**config.mk**
```make
export PLATFORM = sky130hd
export DESIGN_NAME = tetris_move_arbiter
export DESIGN_NICKNAME = d
export VERILOG_FILES = /design/src/rtl/tetris_move_arbiter.sv
export SDC_FILE = /design/constraint.sdc
export NUM_CORES = 1
export LEC_CHECK = 0
export BUFFER_PORTS_ARGS = -buffer_cell sky130_fd_sc_hd__buf_2
export CELL_PAD_IN_SITES_DETAIL_PLACEMENT = 1
export CELL_PAD_IN_SITES_GLOBAL_PLACEMENT = 1
export CORE_AREA = 5 5 94 96
export CTS_CLUSTER_DIAMETER = 40
export CTS_CLUSTER_SIZE = 10
export DETAILED_ROUTE_END_ITERATION = 12
export DIE_AREA = 0 0 99 101
export GPL_TIMING_DRIVEN = 0
export PLACE_DENSITY = 0.95
export SLEW_MARGIN = 20
export SYNTH_ARGS = -nofsm -noshare
export SYNTH_HDL_FRONTEND = slang
export SYNTH_SLANG_ARGS = --single-unit
```
**constraint.sdc**
```tcl
create_clock -name clk -period 3.5 [get_ports clk]
set_clock_uncertainty 0.2 [all_clocks]
set_input_delay 0.35 -clock clk [delete_from_list [all_inputs] [get_ports clk]]
set_output_delay 0.35 -clock clk [all_outputs]
set_load 0.01 [all_outputs]
```
**src/rtl/tetris_move_arbiter.sv**
```systemverilog
// Move arbiter: turns button levels, frame ticks and gravity into one
// command at a time for the playfield engine over a valid/ready port.
module tetris_move_arbiter #(
    parameter int unsigned DAS_DELAY      = 16,
    parameter int unsigned ARR_PERIOD     = 4,
    parameter int unsigned GRAVITY_PERIOD = 48
) (
    input  logic       clk,
    input  logic       reset,
    input  logic       tick_in,
    input  logic       game_run,
    input  logic       btn_left,
    input  logic       btn_right,
    input  logic       btn_rot,
    input  logic       btn_down,
    input  logic       move_ready,
    output logic       move_valid,
    output logic [2:0] move_cmd
);

    localparam int unsigned CNT_W = 8;
    localparam int unsigned N_REP = 3;   // repeating buttons: left, right, down
    localparam int unsigned N_CMD = 5;   // pending bit c holds command code c+1

    localparam logic [CNT_W-1:0] DAS_8     = CNT_W'(DAS_DELAY);
    localparam logic [CNT_W-1:0] ARR_8     = CNT_W'(ARR_PERIOD);
    localparam logic [CNT_W-1:0] GRAV_LAST = CNT_W'(GRAVITY_PERIOD - 1);

    localparam logic [2:0] CMD_NONE  = 3'd0;
    localparam logic [2:0] CMD_LEFT  = 3'd1;
    localparam logic [2:0] CMD_RIGHT = 3'd2;
    localparam logic [2:0] CMD_ROT   = 3'd3;
    localparam logic [2:0] CMD_DOWN  = 3'd4;
    localparam logic [2:0] CMD_GRAV  = 3'd5;

    localparam logic [0:0] ST_IDLE  = 1'b0;
    localparam logic [0:0] ST_OFFER = 1'b1;

    logic [3:0]                   w_btn;        // {down, rot, right, left}
    logic [3:0]                   r_prev;
    logic [3:0]                   w_edge;
    logic                         w_conflict;
    logic [N_REP-1:0]             w_rep_btn;
    logic [N_REP-1:0]             w_rep_frz;
    logic [N_REP-1:0][CNT_W-1:0]  r_hold;
    logic [N_REP-1:0][CNT_W-1:0]  r_rep;
    logic [N_REP-1:0][CNT_W-1:0]  w_hold_nxt;
    logic [N_REP-1:0][CNT_W-1:0]  w_rep_nxt;
    logic [N_REP-1:0]             w_rep_fire;
    logic [CNT_W-1:0]             r_grav;
    logic [CNT_W-1:0]             w_grav_nxt;
    logic                         w_grav_fire;
    logic [N_CMD-1:0]             r_pend;
    logic [N_CMD-1:0]             w_evt;
    logic [N_CMD-1:0]             w_clr;
    logic [N_CMD-1:0]             w_pend_nxt;
    logic                         w_grant;
    logic [2:0]                   w_sel_cmd;
    logic [0:0]                   r_state;
    logic [0:0]                   w_state_nxt;
    logic                         w_valid_nxt;
    logic [2:0]                   w_cmd_nxt;

    assign w_btn      = {btn_down, btn_rot, btn_right, btn_left};
    assign w_edge     = w_btn & ~r_prev;
    assign w_conflict = btn_left & btn_right;
    assign w_rep_btn  = {btn_down, btn_right, btn_left};
    assign w_rep_frz  = {1'b0, w_conflict, w_conflict};

    // Button history for press-edge detection; tracks even while paused
    always_ff @(posedge clk or posedge reset) begin
        if (reset) r_prev <= '0;
        else       r_prev <= w_btn;
    end

    // DAS hold and ARR repeat counters per repeating button
    always_comb begin
        w_hold_nxt = r_hold;
        w_rep_nxt  = r_rep;
        w_rep_fire = '0;
        for (int i = 0; i < N_REP; i++) begin
            if (!w_rep_btn[i]) begin
                w_hold_nxt[i] = '0;
                w_rep_nxt[i]  = '0;
            end else if (tick_in && !w_rep_frz[i]) begin
                if (r_hold[i] != DAS_8) begin
                    w_hold_nxt[i] = r_hold[i] + CNT_W'(1);
                    w_rep_fire[i] = (w_hold_nxt[i] == DAS_8);
                end else begin
                    w_rep_nxt[i] = r_rep[i] + CNT_W'(1);
                    if (w_rep_nxt[i] == ARR_8) begin
                        w_rep_fire[i] = 1'b1;
                        w_rep_nxt[i]  = '0;
                    end
                end
            end
        end
    end

    assign w_grav_fire = tick_in & (r_grav == GRAV_LAST);

    // Gravity counter; a granted soft drop restarts the gravity period
    always_comb begin
        w_grav_nxt = r_grav;
        if (tick_in) w_grav_nxt = w_grav_fire ? '0 : r_grav + CNT_W'(1);
        if (w_clr[3]) w_grav_nxt = '0;
    end

    // Counter registers, all cleared while the game is not running
    always_ff @(posedge clk or posedge reset) begin
        if (reset) begin
            r_hold <= '0;
            r_rep  <= '0;
            r_grav <= '0;
        end else if (!game_run) begin
            r_hold <= '0;
            r_rep  <= '0;
            r_grav <= '0;
        end else begin
            r_hold <= w_hold_nxt;
            r_rep  <= w_rep_nxt;
            r_grav <= w_grav_nxt;
        end
    end

    assign w_evt[0] = (w_edge[0] | w_rep_fire[0]) & ~w_conflict;
    assign w_evt[1] = (w_edge[1] | w_rep_fire[1]) & ~w_conflict;
    assign w_evt[2] = w_edge[2];
    assign w_evt[3] = w_edge[3] | w_rep_fire[2];
    assign w_evt[4] = w_grav_fire;

    assign w_grant = (r_state == ST_OFFER) & move_ready;

    // Clear only the flag of the command being granted
    always_comb begin
        w_clr = '0;
        for (int c = 0; c < N_CMD; c++) begin
            w_clr[c] = w_grant && (move_cmd == 3'(c + 1));
        end
    end

    // New events win over a same-cycle grant clear
    assign w_pend_nxt = (r_pend & ~w_clr) | w_evt;

    // Pending flags
    always_ff @(posedge clk or posedge reset) begin
        if (reset)          r_pend <= '0;
        else if (!game_run) r_pend <= '0;
        else                r_pend <= w_pend_nxt;
    end

    // Fixed priority: GRAV, ROT, LEFT, RIGHT, DOWN
    always_comb begin
        w_sel_cmd = CMD_NONE;
        if      (r_pend[4]) w_sel_cmd = CMD_GRAV;
        else if (r_pend[2]) w_sel_cmd = CMD_ROT;
        else if (r_pend[0]) w_sel_cmd = CMD_LEFT;
        else if (r_pend[1]) w_sel_cmd = CMD_RIGHT;
        else if (r_pend[3]) w_sel_cmd = CMD_DOWN;
    end

    // Offer FSM next state and registered outputs
    always_comb begin
        w_state_nxt = r_state;
        w_valid_nxt = move_valid;
        w_cmd_nxt   = move_cmd;
        case (r_state)
            ST_IDLE: begin
                if (|r_pend) begin
                    w_state_nxt = ST_OFFER;
                    w_valid_nxt = 1'b1;
                    w_cmd_nxt   = w_sel_cmd;
                end
            end
            ST_OFFER: begin
                if (move_ready) begin
                    w_state_nxt = ST_IDLE;
                    w_valid_nxt = 1'b0;
                    w_cmd_nxt   = CMD_NONE;
                end
            end
            default: begin
                w_state_nxt = ST_IDLE;
                w_valid_nxt = 1'b0;
                w_cmd_nxt   = CMD_NONE;
            end
        endcase
        if (!game_run) begin
            w_state_nxt = ST_IDLE;
            w_valid_nxt = 1'b0;
            w_cmd_nxt   = CMD_NONE;
        end
    end

    // Offer FSM state and output registers
    always_ff @(posedge clk or posedge reset) begin
        if (reset) begin
            r_state    <= ST_IDLE;
            move_valid <= 1'b0;
            move_cmd   <= CMD_NONE;
        end else begin
            r_state    <= w_state_nxt;
            move_valid <= w_valid_nxt;
            move_cmd   <= w_cmd_nxt;
        end
    end

endmodule

```
Yosys cells after proc, flatten, opt, wreduce, memory -nomap -nowiden
Index checks and enable logic that the tools add are counted.
{ "classes": {"addsub": 7, "eq_ne": 27, "mux": 57, "bitwise": 15, "n_reduce_logical": 15} }
{ "op_table": {"columns": ["op", "count"], "rows": [
  ["$mux W8", 25],
  ["$add A8 B1 Y8 const B", 7],
  ["$mux W24", 2],
  ["$eq A8 B3 Y1 const B", 3],
  ["$eq A8 B5 Y1 const B", 3],
  ["$mux W3", 8],
  ["$ne A8 B5 Y1 const B", 3],
  ["$mux W1", 18],
  ["$ne A3 B2 Y1 const B", 6],
  ["$ne A3 B3 Y1 const B", 6],
  ["$reduce_and A2 Y1", 7],
  ["$eq A8 B6 Y1 const B", 1],
  ["$eq A3 B2 Y1 const B", 2],
  ["$eq A3 B3 Y1 const B", 2],
  ["$logic_and A1 B1 Y1", 6],
  ["$pmux W3 S2", 1],
  ["$and A1 B1 Y1", 5],
  ["$and A5 B5 Y5", 1],
  ["$mux W5", 1],
  ["$not A5 Y5", 1],
  ["$or A5 B5 Y5", 1],
  ["$reduce_or A5 Y1", 1],
  ["$and A4 B4 Y4", 1],
  ["$not A4 Y4", 1],
  ["5 further kinds", 9]
]} }
{ "totals": {"ff_bits": 70, "out_inout_bits": 4, "elab_cells": 133} }

Logic depth before layout (Yosys ltp)
Gate-level depths: netlist of run 1.
{ "logic_depth": {"word_depth": 10, "ltp_mapped": 8} }

Worst setup path after synthesis of run 1
OpenSTA, ideal clock, no wires.
{ "synth_timing": {"path_kind": "reg-to-reg", "start": "register r_hold[8] (netlist bit)", "end": "register r_pend[1]", "arrival_time_ns": 1.802, "setup_slack_ns": 1.415, "stages_incl_launch_ff": 8, "path_buffers": 0, "synth_period_minus_slack_ns": 2.085, "cell_sequence": "dfrtp_1 > inv_1 > ha_1 > nor3b_2 > a21oi_4 > o311ai_1 > or4_1 > a41oi_2"} }
{ "synth_via": {"elab_chain_len": 9, "elab_cells_between_ends": 10} }
{ "synth_lines": {"columns": ["item", "line", "text"], "rows": [
  ["start: declaration", "45", "logic [N_REP-1:0][CNT_W-1:0] r_hold;"],
  ["start signal: assignment", "120", "r_hold <= w_hold_nxt;"],
  ["$add A8 B1 Y8", "87", "w_hold_nxt[i] = r_hold[i] + CNT_W'(1);"],
  ["$eq A8 B5 Y1", "88", "w_rep_fire[i] = (w_hold_nxt[i] == DAS_8);"],
  ["$mux W1 (*)", "86", "if (r_hold[i] != DAS_8) begin"],
  ["$mux W1 (*)", "85", "end else if (tick_in && !w_rep_frz[i]) begin"],
  ["$mux W1 (*)", "82", "if (!w_rep_btn[i]) begin"],
  ["$or A1 B1 Y1 (*)", "127", "assign w_evt[1] = (w_edge[1] | w_rep_fire[1]) & ~w_conflict;"],
  ["$and A1 B1 Y1 (*)", "127", null],
  ["$or A5 B5 Y5 (*)", "143", "assign w_pend_nxt = (r_pend & ~w_clr) | w_evt;"],
  ["$mux W5 (*)", "148", "else if (!game_run) r_pend <= '0;"],
  ["end signal: assignment", "149", "else r_pend <= w_pend_nxt;"],
  ["end: declaration", "53", "logic [N_CMD-1:0] r_pend;"]
]} }
Every way passes the cells marked *; elsewhere a longest branch is shown, timed or not.
A chain may end at the register's enable or synchronous reset.

Final worst setup path of run 1
{ "layout_timing": {"start": "input port btn_left", "end": "register r_pend[1]"} }
{ "layout_via": {"elab_chain_len": 9, "elab_cells_between_ends": 10} }
{ "layout_lines": {"columns": ["item", "line", "text"], "rows": [
  ["start: declaration", "12", "input logic btn_left,"],
  ["$and A1 B1 Y1 (*)", "66", "assign w_conflict = btn_left & btn_right;"],
  ["$logic_not A1 Y1", "85", null],
  ["$logic_and A1 B1 Y1", "85", null],
  ["$mux W1", "85", null],
  ["$mux W1", "82", null],
  ["$or A1 B1 Y1", "127", null],
  ["$and A1 B1 Y1 (*)", "127", null],
  ["$or A5 B5 Y5 (*)", "143", null],
  ["$mux W5 (*)", "148", null]
]} }
Marks and branches as above.

==> run metrics, run 1 <==
CTS resizes 0; Residual DRC 0; standard-cell rows 33; vias per inst a little under 6; worst-case clock buffer depth 2; r2r setup slk 1.12 ns; XOR/XNOR Fraction of Synth Area 9.90%; P_sw about 0.40 mW; final WL between 9 and 10 mm; RSZ-0062 raised after global routing no; pin count of the biggest net entering global routing 53; Slew @ Worst Pin 0.642 ns; Slew Limit Fails 0; DRT Pass-1 Iters 4; multi-input logic area 2110 µm²; hpwl dp 7.16 mm; clk sink count 70; Final Hold Viols 0; Slew headroom 57.1%; Clk network pwr share 36.2%; Internal Power 1.12 mW; Crit-path slowest cell or4_1; main combinational cell family by area after synthesis simple AND/OR/NAND/NOR gates; total grt overflow 0; Seq/Total Area, Yosys 44.0%; Worst R2R End r_pend[1]; FF-to-FF Start r_hold[8]; syn_nets 460; count of cell types in the netlist 49; Die Ht 101 µm; Post-CTS Setup Inserts 0; worst min path class input port to flop; share of flip-flops with an asynchronous set or reset 100%; CP delay by family, top compound AO/OA/AOI/OAI gates; fin crit share 68.8%; Max-cap violations 0; antenna-violating nets left 0; Combinational Power Share 8.4%; Die W 99 µm; sequential cell area 1750 µm²; Layout area overhead 10.3%; Crit Path Max Fanout 8; DR iter-0 viols 124; I/O pin count 13; Port Buffers 12; via count around 3300; GR Util All Layers a little over a fifth; Mapped Avg Cell Area between 9 and 10 µm²; routability cong. 0.855; Sw Ratio 26.3%; Setup Crit Path Kind input port to flop; Hold Path Depth 1; Hold Path Origin btn_right; CTS Buf Count 9; Hold EP r_prev[1]; setup TNS 0 ns; most frequent cells in the layout dfrtp_1, nor2_1, nand2_1; fraction of the mapped netlist area in adder cells 4.40%; status complete, no violations; final setup fails 0; fillers 967; Syn Std Cell Area approximately 4000 µm²; most common flop cell mapped by yosys dfrtp_1; cell leakage power between 1.5 and 2 nW; final net count between 400 and 500; post-synthesis simple-gate area fraction 25.8%; Power Density 346 nW/µm²; Core Region 7970 µm²; Reg clk slew, reported paths 0.07 ns; Mapped Cells 437; htree depth 3; CTS tree built; Max VDD drop roughly 210 µV; crit start category input port; part of the power in registers 55.4%; share of cells above drive strength 1 9.38%; crit end category flop; vias in the first global route between 3000 and 4000; initial antenna violation count 0; commonest non-fill, non-tap cell in the layout dfrtp_1; worst skew pair latency 0.34 ns; highest cell delay on the worst timing path 0.58 ns; n_diodes 0; Ys Warns 0; die area 10000 µm²; Starting Density 50.0%; Post-synth EDFFs 0; Min Clock Period, post-route ~2.4 ns; post-DR wirelength/cell 17.3 µm; post-synthesis mux area share 1.01%; CTS Root Cell clkbuf_8; R2R depth 6; crit path cell chain dlygate4sd3_1 > buf_2 > a21bo_2 > a21oi_4 > o311ai_1 > or4_1 > a41oi_2; Worst EP arrival 2.47 ns; final core occ 55.1%; f_max 0.415 GHz; Buf/Inv on CP 2; Crit path required time 3.57 ns; first-pass GRT wire length 17.2 mm; register bit total from synthesis 70; hold-fix buffers at CTS 4; Compound-Gate Fraction of Synth Area 11.8%
==> Yosys cell counts (3+ instances only) <==
| library cell | instances | share of area [%] |
|---|---|---|
| a21boi_0 | 3 | 0.57 |
| a21oi_1 | 24 | 3.0 |
| and2_1 | 3 | 0.47 |
| and3_1 | 10 | 1.6 |
| buf_2 | 9 | 1.1 |
| clkbuf_1 | 7 | 0.66 |
| dfrtp_1 | 70 | 44 |
| ha_1 | 14 | 4.4 |
| inv_1 | 14 | 1.3 |
| mux2i_1 | 4 | 1.0 |
| nand2_1 | 48 | 4.5 |
| nand2b_1 | 5 | 0.79 |
| nand3_1 | 14 | 1.8 |
| nand3b_1 | 5 | 0.94 |
| nand4_1 | 12 | 1.9 |
| nor2_1 | 57 | 5.4 |
| nor2b_1 | 3 | 0.47 |
| nor3_1 | 13 | 1.6 |
| nor3b_1 | 3 | 0.57 |
| nor4_1 | 3 | 0.47 |
| o21ai_0 | 21 | 2.6 |
| o22ai_1 | 3 | 0.47 |
| o31ai_1 | 3 | 0.57 |
| or3_1 | 13 | 2.0 |
| or4_1 | 3 | 0.57 |
| xnor2_1 | 16 | 3.5 |
| xor2_1 | 29 | 6.4 |
==> kinds of logic after synthesis <==
| group | Yosys count |
|---|---|
| flip-flops | 70 |
| multiplexers | 4 |
| AO/OA/AOI/OAI | 73 |
| AND/OR/NAND/NOR | 201 |
| buffers and inverters | 30 |
| XOR/XNOR | 45 |
| adder cells (fa/ha/maj) | 14 |
==> worst register-to-register path: stages (launching register included) <==
cell,delay [ns]
dfrtp_1,0.44
ha_1,0.27
nand3_1,0.20
xnor2_1,0.28
o311ai_1,0.14
or4_1,0.58
a41oi_2,0.18
==> routing by layer <==
metal | up-vias | part of all wire (%) | track usage, %
met4 | 0 | 0.74 | 4.10
li1 | 1573 | - | -
met3 | 9 | 2.5 | 4.84
met2 | 43 | 55 | 40.5
met5 | - | 0 | 0
met1 | 1707 | 42 | 24.2
==> layout make-up <==
| cell class | instances | area share (%) |
|---|---|---|
| multi-input cells | 337 | 47.9 |
| flip-flops and latches | 70 | 39.9 |
| clock buffers | 13 | 3.16 |
| well taps | 105 | 2.99 |
| repair buffers | 17 | 2.91 |
| plain buffers | 16 | 1.62 |
| inverters | 14 | 1.25 |
| clock inverters | 2 | 0.228 |
==> sequential cells by signal, summed over array words and instances, names as in the netlist <==
name        count
move_cmd        3
move_valid      1
r_grav          8
r_hold         24
r_pend          5
r_prev          4
r_rep          24
r_state         1
==> worst max path at each step <==
stage	from	to	slack, ns	depth (start not counted)
final	btn_left	r_pend[1]	1.09	7
after global routing	r_hold[16]	r_pend[3]	0.90	7
after CTS	btn_left	r_pend[1]	1.10	7
after detailed placement	r_hold[8]	r_pend[1]	1.14	7
after global placement	reset	r_grav[4]	0.33	2
after floorplan	reset	move_cmd[0]	1.18	1
==> power groups by stage <==
stage | Clock [mW] | Sequential [mW] | Combinational [mW]
floorplan | 0 | 0.854 | 0.0761
global placement | 0 | 0.855 | 0.113
finish | 0.551 | 0.842 | 0.128
CTS | 0.565 | 0.842 | 0.130
detailed placement | 0 | 0.857 | 0.125
global route | 0.593 | 0.844 | 0.143
==> per-stage QoR <==
| step | setup WS (ns) | instances | power, mW | area (µm²) | hold slack, ns |
|---|---|---|---|---|---|
| 6_report | 1.09 | 574 | 1.52 | 4390 | 0.0152 |
| 5_1_grt | 0.896 | 574 | 1.58 | 4390 | 0.00796 |
| 4_1_cts | 1.10 | 574 | 1.54 | 4390 | 0.00308 |
| 3_5_place_dp | 1.14 | 555 | 0.983 | 4200 | 0.124 |
| 3_3_place_gp | 0.330 | 554 | 0.968 | 4170 | 0.229 |
| 2_1_floorplan | 1.18 | 437 | 0.930 | 3980 | 0.181 |
(Power assumes the default switching activity.)
==> run 2: changes to the inputs <==
CORE_AREA = 5 5 98 100   (was 5 5 94 96)
DIE_AREA = 0 0 103 105   (was 0 0 99 101)
PLACE_DENSITY = 0.89   (was 0.95)
clock period = 2.3 ns   (was 3.5 ns; I/O delays follow)
==> run 2 against run 1 <==
Net effect: non-clock buffer count is 7 higher; first-iteration DRC count is 44% lower; wire length is 2.4% lower; largest cell class unchanged; total power is 55% higher; critical path depth is 1 lower; setup slack worse by 1.1 ns; die area is 8.2% higher.
==> run metrics, run 2 (synthesized netlist as in run 1, its figures left out) <==
status complete, no violations; final core occ 52.8% (-2.4 points); most frequent cells in the layout dfrtp_1, nor2_1, nand2_1; final WL 9.71 mm (-2.4%); htree depth 3 (unchanged); metal1 wirelength 3.99 mm (-5.1%); met3 wire len 329 µm (+32%); CP delay by family, top simple AND/OR/NAND/NOR gates; vias per inst 5.65 (-2.7%); Residual DRC 0 (unchanged); crit path cell chain nor4b_2 > nand3_1 > buf_2 > nor3_1 > xnor2_1 > nor2_1; vias in the first global route 3644 (+2.9%); clk sink count 70 (unchanged); Power Density 521 nW/µm² (+51%); CTS tree built; Reg clk slew, reported paths 0.07 ns (about the same); Layout Cells excl Fill 585 (+1.9%); pre-CTS WS 0.000667 ns (-1.14 ns); Setup WS post-layout 0.00668 ns (-1.09 ns); Core Region 8590 µm² (+7.8%); worst-case clock buffer depth 2 (unchanged); GR Util All Layers 18.9% (-2.3 points); n_diodes 0 (unchanged); crit start category flop; final net count 495 (+1.4%); die area 10800 µm² (+8.2%); Slew headroom 66.7% (+9.6 points); largest registers r_hold x24, r_rep x24, r_grav x8; post-DR wirelength/cell 16.6 µm (-4.3%); Met2 Wirelength 5.30 mm (-2.3%); Slew @ Worst Pin 0.498 ns (-0.145 ns); Final Hold Viols 0 (unchanged); CTS Buf Count 9 (unchanged); R2R depth 6 (unchanged); Crit-path slowest cell nor4b_2; crit end category flop; total grt overflow 0 (unchanged); worst skew pair latency 0.35 ns (about the same); Max VDD drop 357 µV (+71%); Die W 103 µm (+4.0%); setup TNS 0 ns (unchanged); Min Clock Period, post-route 2.29 ns; highest cell delay on the worst timing path 0.53 ns (-0.05 ns); fillers 1041 (+7.7%); commonest non-fill, non-tap cell in the layout dfrtp_1; Crit path required time 2.32 ns (-1.25 ns); worst min path class input port to flop; Max-cap violations 0 (unchanged); Setup Crit Path Kind flop to flop; antenna-violating nets left 0 (unchanged); standard-cell rows 34 (+3.0%); hpwl dp 6.66 mm (-7.0%); placed cell count 558 (+0.54%); via count 3305 (-0.81%); Worst EP arrival 2.31 ns (-0.16 ns); Layout area overhead 13.9%; Port Buffers 12 (unchanged); RSZ-0062 raised after global routing yes; I/O pin count 13 (unchanged); final setup fails 0 (unchanged); Crit Path Max Fanout 10 (+2); f_max approximately 0.44 GHz; DR top layer met4; Die Ht 105 µm (+4.0%); initial antenna violation count 0 (unchanged); Levels on crit path 6 (-1); Slew Limit Fails 0 (unchanged); routability cong. 0.800 (-6.5%); CTS Root Cell clkbuf_8; DR iter-0 viols 69 (-44%); Hold Path Depth 3 (+2); first-pass GRT wire length 16.6 mm (-3.3%); fin crit share 99.7%; Buf/Inv on CP 1 (-1); DRT Pass-1 Iters 4 (unchanged); cell leakage power 1.96 nW (+3.4%); Starting Density 46.3% (-3.6 points); share of cells above drive strength 1 12.8% (+3.4 points); pin count of the biggest net entering global routing 54 (+1.9%)
[run 2: changes by cell type in the layout (fill, tap and decap cells not counted), moves of 2 or more]
cell      before  now
ha_2           0    2
nor3b_4        0    2
clkbuf_1      11    8
buf_4          0    7
ha_1          14   12
nand3_2        0    2
nand3_1       14   12
[run 2: layer usage]
metal | track usage (%) | vias to the layer above
met3 | 4.80 | 7
met2 | 34.6 | 38
met4 | 4.63 | 0
li1 | - | 1586
met5 | 0 | -
met1 | 21.7 | 1674
[run 2: final timing paths]
path,startpoint,endpoint,slack (ns)
max in group asynchronous,reset,r_rep[12],1.20
max reg2reg,r_hold[19],r_rep[23],0.007
min in group asynchronous,reset,r_rep[4],0.16
min,move_ready,move_cmd[1],0.05
min reg2reg,r_prev[0],r_pend[0],0.24
max,r_hold[19],r_rep[23],0.007
[run 2: layout make-up]
type	instances	area [µm²]	share of cell area, %
plain buffers	15	67.6	1.49
repair buffers	25	190	4.20
clock buffers	12	145	3.20
multi-input cells	337	2170	47.8
flip-flops and latches	70	1750	38.6
well taps	108	135	2.98
inverters	14	55.1	1.21
clock inverters	4	22.5	0.497
[run 2: tightest hold or removal path, delay by kind of cell]
family | cells | cell delay, ns
compound gates | 1 | 0.08
buf+inv | 1 | 0.14
simple gates | 1 | 0.12
[run 2: report_power, final]
group | internal (mW) | total [mW] | leakage, nW | switching (mW)
Combinational | 0.0768 | 0.203 | 0.910 | 0.126
Sequential | 1.25 | 1.28 | 0.960 | 0.0245
Clock | 0.416 | 0.881 | 0.0861 | 0.465
Total | 1.75 | 2.36 | 1.96 | 0.616
[run 2: metrics by stage]
stage | hold WS (ns) | power [mW] | area [µm²]
after floorplan | 0.0614 | 1.42 | 3980
after global routing | 0.0682 | 2.48 | 4530
after global placement | 0.156 | 1.47 | 4180
final | 0.0465 | 2.36 | 4530
after CTS | 0.0346 | 2.40 | 4440
after detailed placement | -0.00492 | 1.49 | 4210
[run 2: what timing repair did]
item                       CTS  global route
pin swaps                    1             2
setup endpoints to repair    2            12
hold endpoints to repair    74             0
hold buffers                 5             0
buffers inserted             2             5
resized for setup            0            12
